`src/rtl/mips_pkg.sv`:
```
// Shared types for the instruction/data memory arbiter: FSM state
// encoding, transaction owner encoding and the latency counter width.
package mips_pkg;

  typedef enum logic [1:0] {
    IDLE  = 2'd0,
    ISSUE = 2'd1,
    WAIT  = 2'd2,
    ACK   = 2'd3
  } arb_state_e;

  typedef enum logic {
    OWN_IF = 1'b0,
    OWN_DM = 1'b1
  } arb_owner_e;

  // Wide enough for MEM_LATENCY and STARVE_LIMIT up to 15.
  localparam int LAT_W = 4;

endpackage

```
`src/rtl/arb_lat_counter.sv`:
```
// Memory latency countdown: loaded when the access is issued, decremented
// while waiting, and flags the cycle in which read data is on the bus.
module arb_lat_counter
  import mips_pkg::*;
(
  input  logic             clk,
  input  logic             rst,
  input  logic             load_i,
  input  logic             dec_i,
  input  logic [LAT_W-1:0] load_val_i,
  output logic             last_o
);

  logic [LAT_W-1:0] cnt_q;
  logic [LAT_W-1:0] cnt_d;

  // Next count: load takes priority, decrement stops at zero.
  always_comb begin
    cnt_d = cnt_q;
    if (load_i) begin
      cnt_d = load_val_i;
    end else if (dec_i && (cnt_q != '0)) begin
      cnt_d = cnt_q - 1'b1;
    end
  end

  // Count register, cleared asynchronously so an aborted access leaves no residue.
  always_ff @(posedge clk or posedge rst) begin
    if (rst) begin
      cnt_q <= '0;
    end else begin
      cnt_q <= cnt_d;
    end
  end

  assign last_o = (cnt_q == LAT_W'(1));

endmodule

```
`src/rtl/mem_arbiter.sv`:
```
// Arbitrates a single-port memory between instruction fetch and the data
// memory stage. DM has priority unless IF has waited through STARVE_LIMIT
// consecutive DM grants. Each transaction runs IDLE-ISSUE-WAIT..-ACK.
module mem_arbiter
  import mips_pkg::*;
#(
  parameter int MEM_LATENCY  = 2,
  parameter int STARVE_LIMIT = 4
) (
  input  logic        clk,
  input  logic        reset,
  input  logic        if_req,
  input  logic [31:0] if_addr,
  output logic [31:0] if_rdata,
  output logic        if_ack,
  output logic        if_stall,
  input  logic        dm_req,
  input  logic        dm_we,
  input  logic [31:0] dm_addr,
  input  logic [31:0] dm_wdata,
  output logic [31:0] dm_rdata,
  output logic        dm_ack,
  output logic        dm_stall,
  output logic        mem_en,
  output logic        mem_we,
  output logic [31:0] mem_addr,
  output logic [31:0] mem_wdata,
  input  logic [31:0] mem_rdata
);

  localparam logic [LAT_W-1:0] LAT_L    = LAT_W'(MEM_LATENCY);
  localparam logic [LAT_W-1:0] STARVE_L = LAT_W'(STARVE_LIMIT);

  arb_state_e       state_q;
  arb_owner_e       owner_q;
  logic             we_q;
  logic [LAT_W-1:0] starve_q;
  logic             mem_en_q;
  logic             mem_we_q;
  logic [31:0]      mem_addr_q;
  logic [31:0]      mem_wdata_q;
  logic [31:0]      if_rdata_q;
  logic [31:0]      dm_rdata_q;
  logic             if_ack_q;
  logic             dm_ack_q;
  logic             lat_last;

  arb_lat_counter u_lat (
    .clk        (clk),
    .rst        (reset),
    .load_i     (state_q == ISSUE),
    .dec_i      (state_q == WAIT),
    .load_val_i (LAT_L),
    .last_o     (lat_last)
  );

  // Arbiter FSM with registered memory strobes, read data and acks.
  always_ff @(posedge clk or posedge reset) begin
    if (reset) begin
      state_q     <= IDLE;
      owner_q     <= OWN_IF;
      we_q        <= 1'b0;
      starve_q    <= '0;
      mem_en_q    <= 1'b0;
      mem_we_q    <= 1'b0;
      mem_addr_q  <= '0;
      mem_wdata_q <= '0;
      if_rdata_q  <= '0;
      dm_rdata_q  <= '0;
      if_ack_q    <= 1'b0;
      dm_ack_q    <= 1'b0;
    end else begin
      mem_en_q <= 1'b0;
      mem_we_q <= 1'b0;
      if_ack_q <= 1'b0;
      dm_ack_q <= 1'b0;
      case (state_q)
        IDLE: begin
          if (dm_req && (!if_req || (starve_q < STARVE_L))) begin
            owner_q     <= OWN_DM;
            we_q        <= dm_we;
            mem_addr_q  <= dm_addr;
            mem_wdata_q <= dm_wdata;
            mem_en_q    <= 1'b1;
            mem_we_q    <= dm_we;
            state_q     <= ISSUE;
            // Count DM grants that made a waiting fetch wait longer.
            if (!if_req) begin
              starve_q <= '0;
            end else if (starve_q < STARVE_L) begin
              starve_q <= starve_q + 1'b1;
            end
          end else if (if_req) begin
            owner_q     <= OWN_IF;
            we_q        <= 1'b0;
            mem_addr_q  <= if_addr;
            mem_wdata_q <= '0;
            mem_en_q    <= 1'b1;
            state_q     <= ISSUE;
            starve_q    <= '0;
          end
        end
        ISSUE: begin
          state_q <= WAIT;
        end
        WAIT: begin
          if (lat_last) begin
            if (owner_q == OWN_IF) begin
              if_rdata_q <= mem_rdata;
              if_ack_q   <= 1'b1;
            end else begin
              if (!we_q) begin
                dm_rdata_q <= mem_rdata;
              end
              dm_ack_q <= 1'b1;
            end
            state_q <= ACK;
          end
        end
        ACK: begin
          state_q <= IDLE;
        end
        default: begin
          state_q <= IDLE;
        end
      endcase
    end
  end

  assign mem_en    = mem_en_q;
  assign mem_we    = mem_we_q;
  assign mem_addr  = mem_addr_q;
  assign mem_wdata = mem_wdata_q;
  assign if_rdata  = if_rdata_q;
  assign dm_rdata  = dm_rdata_q;
  assign if_ack    = if_ack_q;
  assign dm_ack    = dm_ack_q;
  // Stalls are combinational so a requester sees release in its ack cycle;
  // reset masks them so every output reads zero while reset is high.
  assign if_stall  = if_req & ~if_ack_q & ~reset;
  assign dm_stall  = dm_req & ~dm_ack_q & ~reset;

endmodule

```
`config.mk`:
```
export PLATFORM = sky130hd
export DESIGN_NAME = mem_arbiter
export DESIGN_NICKNAME = d
export VERILOG_FILES = /design/src/rtl/mips_pkg.sv /design/src/rtl/arb_lat_counter.sv /design/src/rtl/mem_arbiter.sv
export SDC_FILE = /design/constraint.sdc
export NUM_CORES = 1
export LEC_CHECK = 0
export ABC_AREA = 1
export CELL_PAD_IN_SITES_DETAIL_PLACEMENT = 0
export CELL_PAD_IN_SITES_GLOBAL_PLACEMENT = 2
export CORE_MARGIN = 3
export CORE_UTILIZATION = 23
export DETAILED_ROUTE_END_ITERATION = 16
export GPL_TIMING_DRIVEN = 1
export HOLD_SLACK_MARGIN = 0.1
export PLACE_DENSITY_LB_ADDON = 0.05
export REMOVE_ABC_BUFFERS = 1
export SLEW_MARGIN = 15
export SYNTH_ARGS = -nofsm -noshare
export SYNTH_HDL_FRONTEND = slang
export SYNTH_SLANG_ARGS = --single-unit
```
`constraint.sdc`:
```
create_clock -name clk -period 7.3 [get_ports clk]
set_input_delay 2.19 -clock clk [delete_from_list [all_inputs] [get_ports clk]]
set_output_delay 2.19 -clock clk [all_outputs]
set_load 0.1 [all_outputs]
```
==> flow_summary.ini, run 1 <==
[status]
status = finished clean

[critical_path]
startpoint = dm_req
crit_cells = 4
crit_type = in2out
r2r_slack_ns = 4.80
cp-endpoint = dm_stall
critPathMaxFanout = 3
worstReg2RegStart = state_q[0]
slowest_delay_ns = 0.56
required_ns = 5.11
reg2reg_depth = 9
crit_buf_inv = 3
slowest_stage = clkdlybuf4s50_1
reg2reg_to = starve_q[2]
cp-end-kind = primary output
path_cells = clkdlybuf4s50_1, inv_2, nor3_1, buf_12
cp_top_family = buffers and inverters
cp-start-kind = input pin
critPathArrivalTime_ns = 3.36

[yosys]
ys_seq_area_frac = 0.576
ys_seq_elements = 144
synth_compound_area_frac = 0.0380
synth-simple-area-share = 0.291
syn_area_per_cell_um2 = 8.08
yosys.area_share.xor_xnor = 0.00140
netlist_instances = 774
synthAdderAreaFrac = 0.0140
yosys.area.top_type_share = 0.576
ys_top_cells_by_area = dfrtp_1, nand2_1, nand3_1, inv_1, o21ai_0
synth.largest_area_cell = dfrtp_1
synth.cell_area_mm2 = 0.00626
synth_mux_area_frac = 0
synth_warnings = 0
synth.distinct_cells = 21
synth_top_family_by_area = simple AND/OR/NAND/NOR gates

[clock_tree]
clock_latency_ns = 0.42
root_buffer = clkbuf_16
clockBufferDepth = 2
cts_tree = yes
htreeDepth = 4
cts_made_buffers = 17
postCtsResizedCells = 0
clk_pin_slew_worst_paths_ns = 0.05
post_cts_buffers = 0
cts_hold_buf = 0
clock_sink_count = 144

[sta]
slew_violations = 0
max_clock_freq_mhz = 180
worstMarginPinSlew_ns = 1.06
relSlewSlack = 0.291
finalCriticalPeriod_ns = 5.55
final-setup-viol-count = 0
rsz0062_at_grt = no
clock_skew_ns = 0.0116
timing.setup.tns_ns = 0
finalHoldViolations = 0
finalCritPeriodShare = 0.761

[drt]
vias_per_cell = 4.13
drc = 0
detail-route-antenna-nets = 0
routedWlPerCell_um = 15.9
firstDrtPassIters = 5
vias = 5693
wl_um = 22000
drtIter0Drc = 298

[placement]
place_inst = 1349
dpl_cell_area_mm2 = 0.00925
port_buffers = 266
dp_hpwl_um = 14500
gp_congestion = 0.722

[final_layout]
fin_area_mm2 = 0.00983
diodes = 0
layout_commonest_cell = nand2_1
fin_nets = 1173
final_cell_mix = nand2_1, clkdlybuf4s50_1, dfrtp_1, inv_1, nand3_1
final_cells = 1380
area_growth_pct = 57.2
drive_gt1_frac = 0.0488

[global_route]
grt_pass1_vias = 5970
grt_usage = 0.151
antenna_found_initial = 1
grt_max_degree = 76
grt_pass1_wl_um = 34200
grt-ovfl-total = 0

[die]
initial_core_util = 0.237
die_h_um = 171
rows = 59
core_mm2 = 0.0264
fp.dieW_um = 171
io_pins = 267
die_area_mm2 = 0.0292

[job]
cap_violations = 0

[hold_path]
hold_path.class = reg2reg
-- logic make-up after synthesis --
family / after synthesis
compound gates: 44
xor+xnor: 1
fa+ha+maj: 7
buf+inv: 121
flops: 144
simple gates: 457
-- metrics by stage --
stage / worst slack, ns / util / hold slack, ns
after CTS: 1.71 / 0.372 / 0.482
after global placement: 1.70 / 0.350 / 0.462
final: 1.75 / 0.372 / 0.475
after floorplan: 0.821 / - / 0.454
after global routing: 1.67 / 0.372 / 0.499
after detailed placement: 1.73 / 0.350 / 0.464
-- worst min-delay path by stage --
| stage | startpoint | to | slack (ns) | cells past startpoint |
|---|---|---|---|---|
| after floorplan | we_q | we_q | 0.45 | 2 |
| after global placement | mem_wdata[12] | mem_wdata[12] | 0.46 | 2 |
| after detailed placement | mem_wdata[16] | mem_wdata[16] | 0.46 | 2 |
| after CTS | mem_addr[15] | mem_addr[15] | 0.48 | 2 |
| after global routing | mem_addr[12] | mem_addr[12] | 0.50 | 2 |
| final | mem_addr[10] | mem_addr[10] | 0.47 | 2 |
-- synthesized netlist by cell type (all sizes together) --
library cell and instances:
nand2 371, dfrtp 144, inv 83, nand3 70
o21ai 39, buf 22, clkbuf 16, nor2 10
ha 7, a21oi 4, nand4 3, nor3 3
o211ai 1, xnor2 1
-- worst register-to-register path, cell delays in order, from the launching register on --
cell     delay [ns]
dfrtp_1        0.39
inv_1          0.10
ha_1           0.29
inv_1          0.10
a21oi_4        0.12
buf_4          0.41
inv_2          0.39
buf_4          0.39
nand2_1        0.10
o21ai_0        0.08
-- state kept, by name, indices dropped and copies added, names as in the netlist --
name	cells
u_lat.cnt_q	4
we_q	1
starve_q	4
mem_wdata	32
mem_en	1
if_ack	1
state_q	2
mem_we	1
owner_q	1
mem_addr	32
dm_rdata	32
dm_ack	1
if_rdata	32
-- layer usage --
metal | track usage | vias to the layer above | share of wire
met5 | 0 | - | 0.00032
met2 | 0.255 | 153 | 0.48
li1 | - | 2879 | -
met4 | 0.0325 | 2 | 0.0082
met3 | 0.0474 | 15 | 0.064
met1 | 0.191 | 2644 | 0.45
-- cell type report --
class | instances | area [um2]
fill | 2784 | 16600
sequential | 144 | 3600
timing repair buffer | 278 | 2760
multi-input combinational | 509 | 2150
clock buffer | 18 | 429
tap | 335 | 419
inverter | 83 | 317
clock inverter | 13 | 153
Power of run 1 is not shown: default switching activity piles up to over one toggle a cycle in this logic, so the estimate is an artifact.
==> run 2, diff against run 1 <==
Clock period 7.3 ns to 5.3 ns, I/O delays scaled along.
==> flow_summary.ini, run 2 (synthesis gave the netlist of run 1 again) <==
[critical_path]
slowest_delay_ns = 0.55
cp-end-kind = primary output
crit_type = in2out
worstReg2RegStart = state_q[0]
crit_buf_inv = 3
slowest_stage = clkdlybuf4s50_1
cp_top_family = buffers and inverters
cp-start-kind = input pin
r2r_slack_ns = 3.22
reg2reg_depth = 8
critPathMaxFanout = 3
path_cells = clkdlybuf4s50_1, inv_1, nor3_1, buf_4
critPathArrivalTime_ns = 2.74
reg2reg_to = dm_rdata[6]
required_ns = 3.71

[sta]
slew_violations = 0
clock_skew_ns = 0.0100
finalCritPeriodShare = 0.816
relSlewSlack = 0.294
finalHoldViolations = 0
max_clock_freq_mhz = 231
worstMarginPinSlew_ns = 1.06
final-setup-viol-count = 0
rsz0062_at_grt = no
finalCriticalPeriod_ns = 4.33

[hold_path]
hold-path-endpoint = mem_addr[4]
hold_depth = 2
hold_path.class = reg2reg
min_from = mem_addr[4]

[final_layout]
final_cell_mix = nand2_1, clkdlybuf4s50_1, dfrtp_1, inv_1, nand3_1
area_growth_pct = 57.1
nFillCells = 2799
regArea_mm2 = 0.00360
layout_commonest_cell = nand2_1
multiInputGateArea_mm2 = 0.00215
fin_area_mm2 = 0.00983
diodes = 0
fin_nets = 1175
drive_gt1_frac = 0.0506
fin_util = 0.372

[drt]
firstDrtPassIters = 4
vias_per_cell = 4.12
routed.top_layer = met5
vias = 5700
drtIter0Drc = 354
drc = 0
routedWlPerCell_um = 16.0
met1Wirelength_um = 10100
route.met3.wl_um = 1440
wl_um = 22200
detail-route-antenna-nets = 0
wl_met2_um = 10400

[die]
fp.dieW_um = 171
die_h_um = 171
rows = 59
io_pins = 267
initial_core_util = 0.237
core_mm2 = 0.0264
die_area_mm2 = 0.0292

[clock_tree]
cts_tree = yes
clock_latency_ns = 0.42
clk_pin_slew_worst_paths_ns = 0.06
clock_sink_count = 144
postCtsResizedCells = 0
cts_made_buffers = 17
post_cts_buffers = 0
root_buffer = clkbuf_16
clockBufferDepth = 2
cts_hold_buf = 0
htreeDepth = 4

[global_route]
grt_usage = 0.151
grt_max_degree = 76
antenna_found_initial = 1
grt_pass1_vias = 5813
grt_pass1_wl_um = 34100
grt-ovfl-total = 0

[placement]
dpl_cell_area_mm2 = 0.00927
port_buffers = 266
dp_hpwl_um = 14500
gp_congestion = 0.713

[status]
status = finished clean

[job]
cap_violations = 0
-- run 2: cell types whose count changed in the layout (fill, tap and decap cells not counted), sizes merged --
cell,change
buf,+2
clkinvlp,+2
bufinv,-1
clkinv,-1
-- run 2: layer usage --
layer,vias to the layer above,global-route usage
li1,2887,-
met1,2634,0.200
met2,161,0.245
met3,16,0.0441
met4,2,0.0367
met5,-,0
-- run 2: worst max path at each step --
stage                start       end  slack [ns]  cells past startpoint
floorplan            reset    dm_ack       -0.16                      1
global placement    if_req  if_stall        0.93                      4
detailed placement  if_req  if_stall        0.96                      4
CTS                 if_req  if_stall        0.95                      4
global route        if_req  if_stall        0.90                      4
finish              if_req  if_stall        0.97                      4
-- run 2: worst register-to-register path, delay by kind of cell, from the launching register on --
family	cells	cell delay, ns
adder cells (fa/ha/maj)	1	0.30
buffers and inverters	3	0.72
flip-flops	1	0.38
AND/OR/NAND/NOR	4	0.61
-- run 2: area by class of cell --
class / instances / share of cell area
clock buffer: 18 / 0.0437
inverter: 83 / 0.0322
clock inverter: 13 / 0.0132
tap: 335 / 0.0427
sequential: 144 / 0.367
timing repair buffer: 280 / 0.282
multi-input combinational: 509 / 0.219
-- run 2: through the flow --
stage | cells | hold slack [ns] | setup slack (ns) | TNS, ns
after floorplan | 736 | 0.454 | -0.156 | -22.50
after global placement | 1351 | 0.460 | 0.933 | 0
after detailed placement | 1351 | 0.464 | 0.961 | 0
after CTS | 1382 | 0.482 | 0.950 | 0
after global routing | 1382 | 0.501 | 0.897 | 0
final | 1382 | 0.477 | 0.974 | 0
Power of run 2 is left out for the same reason.
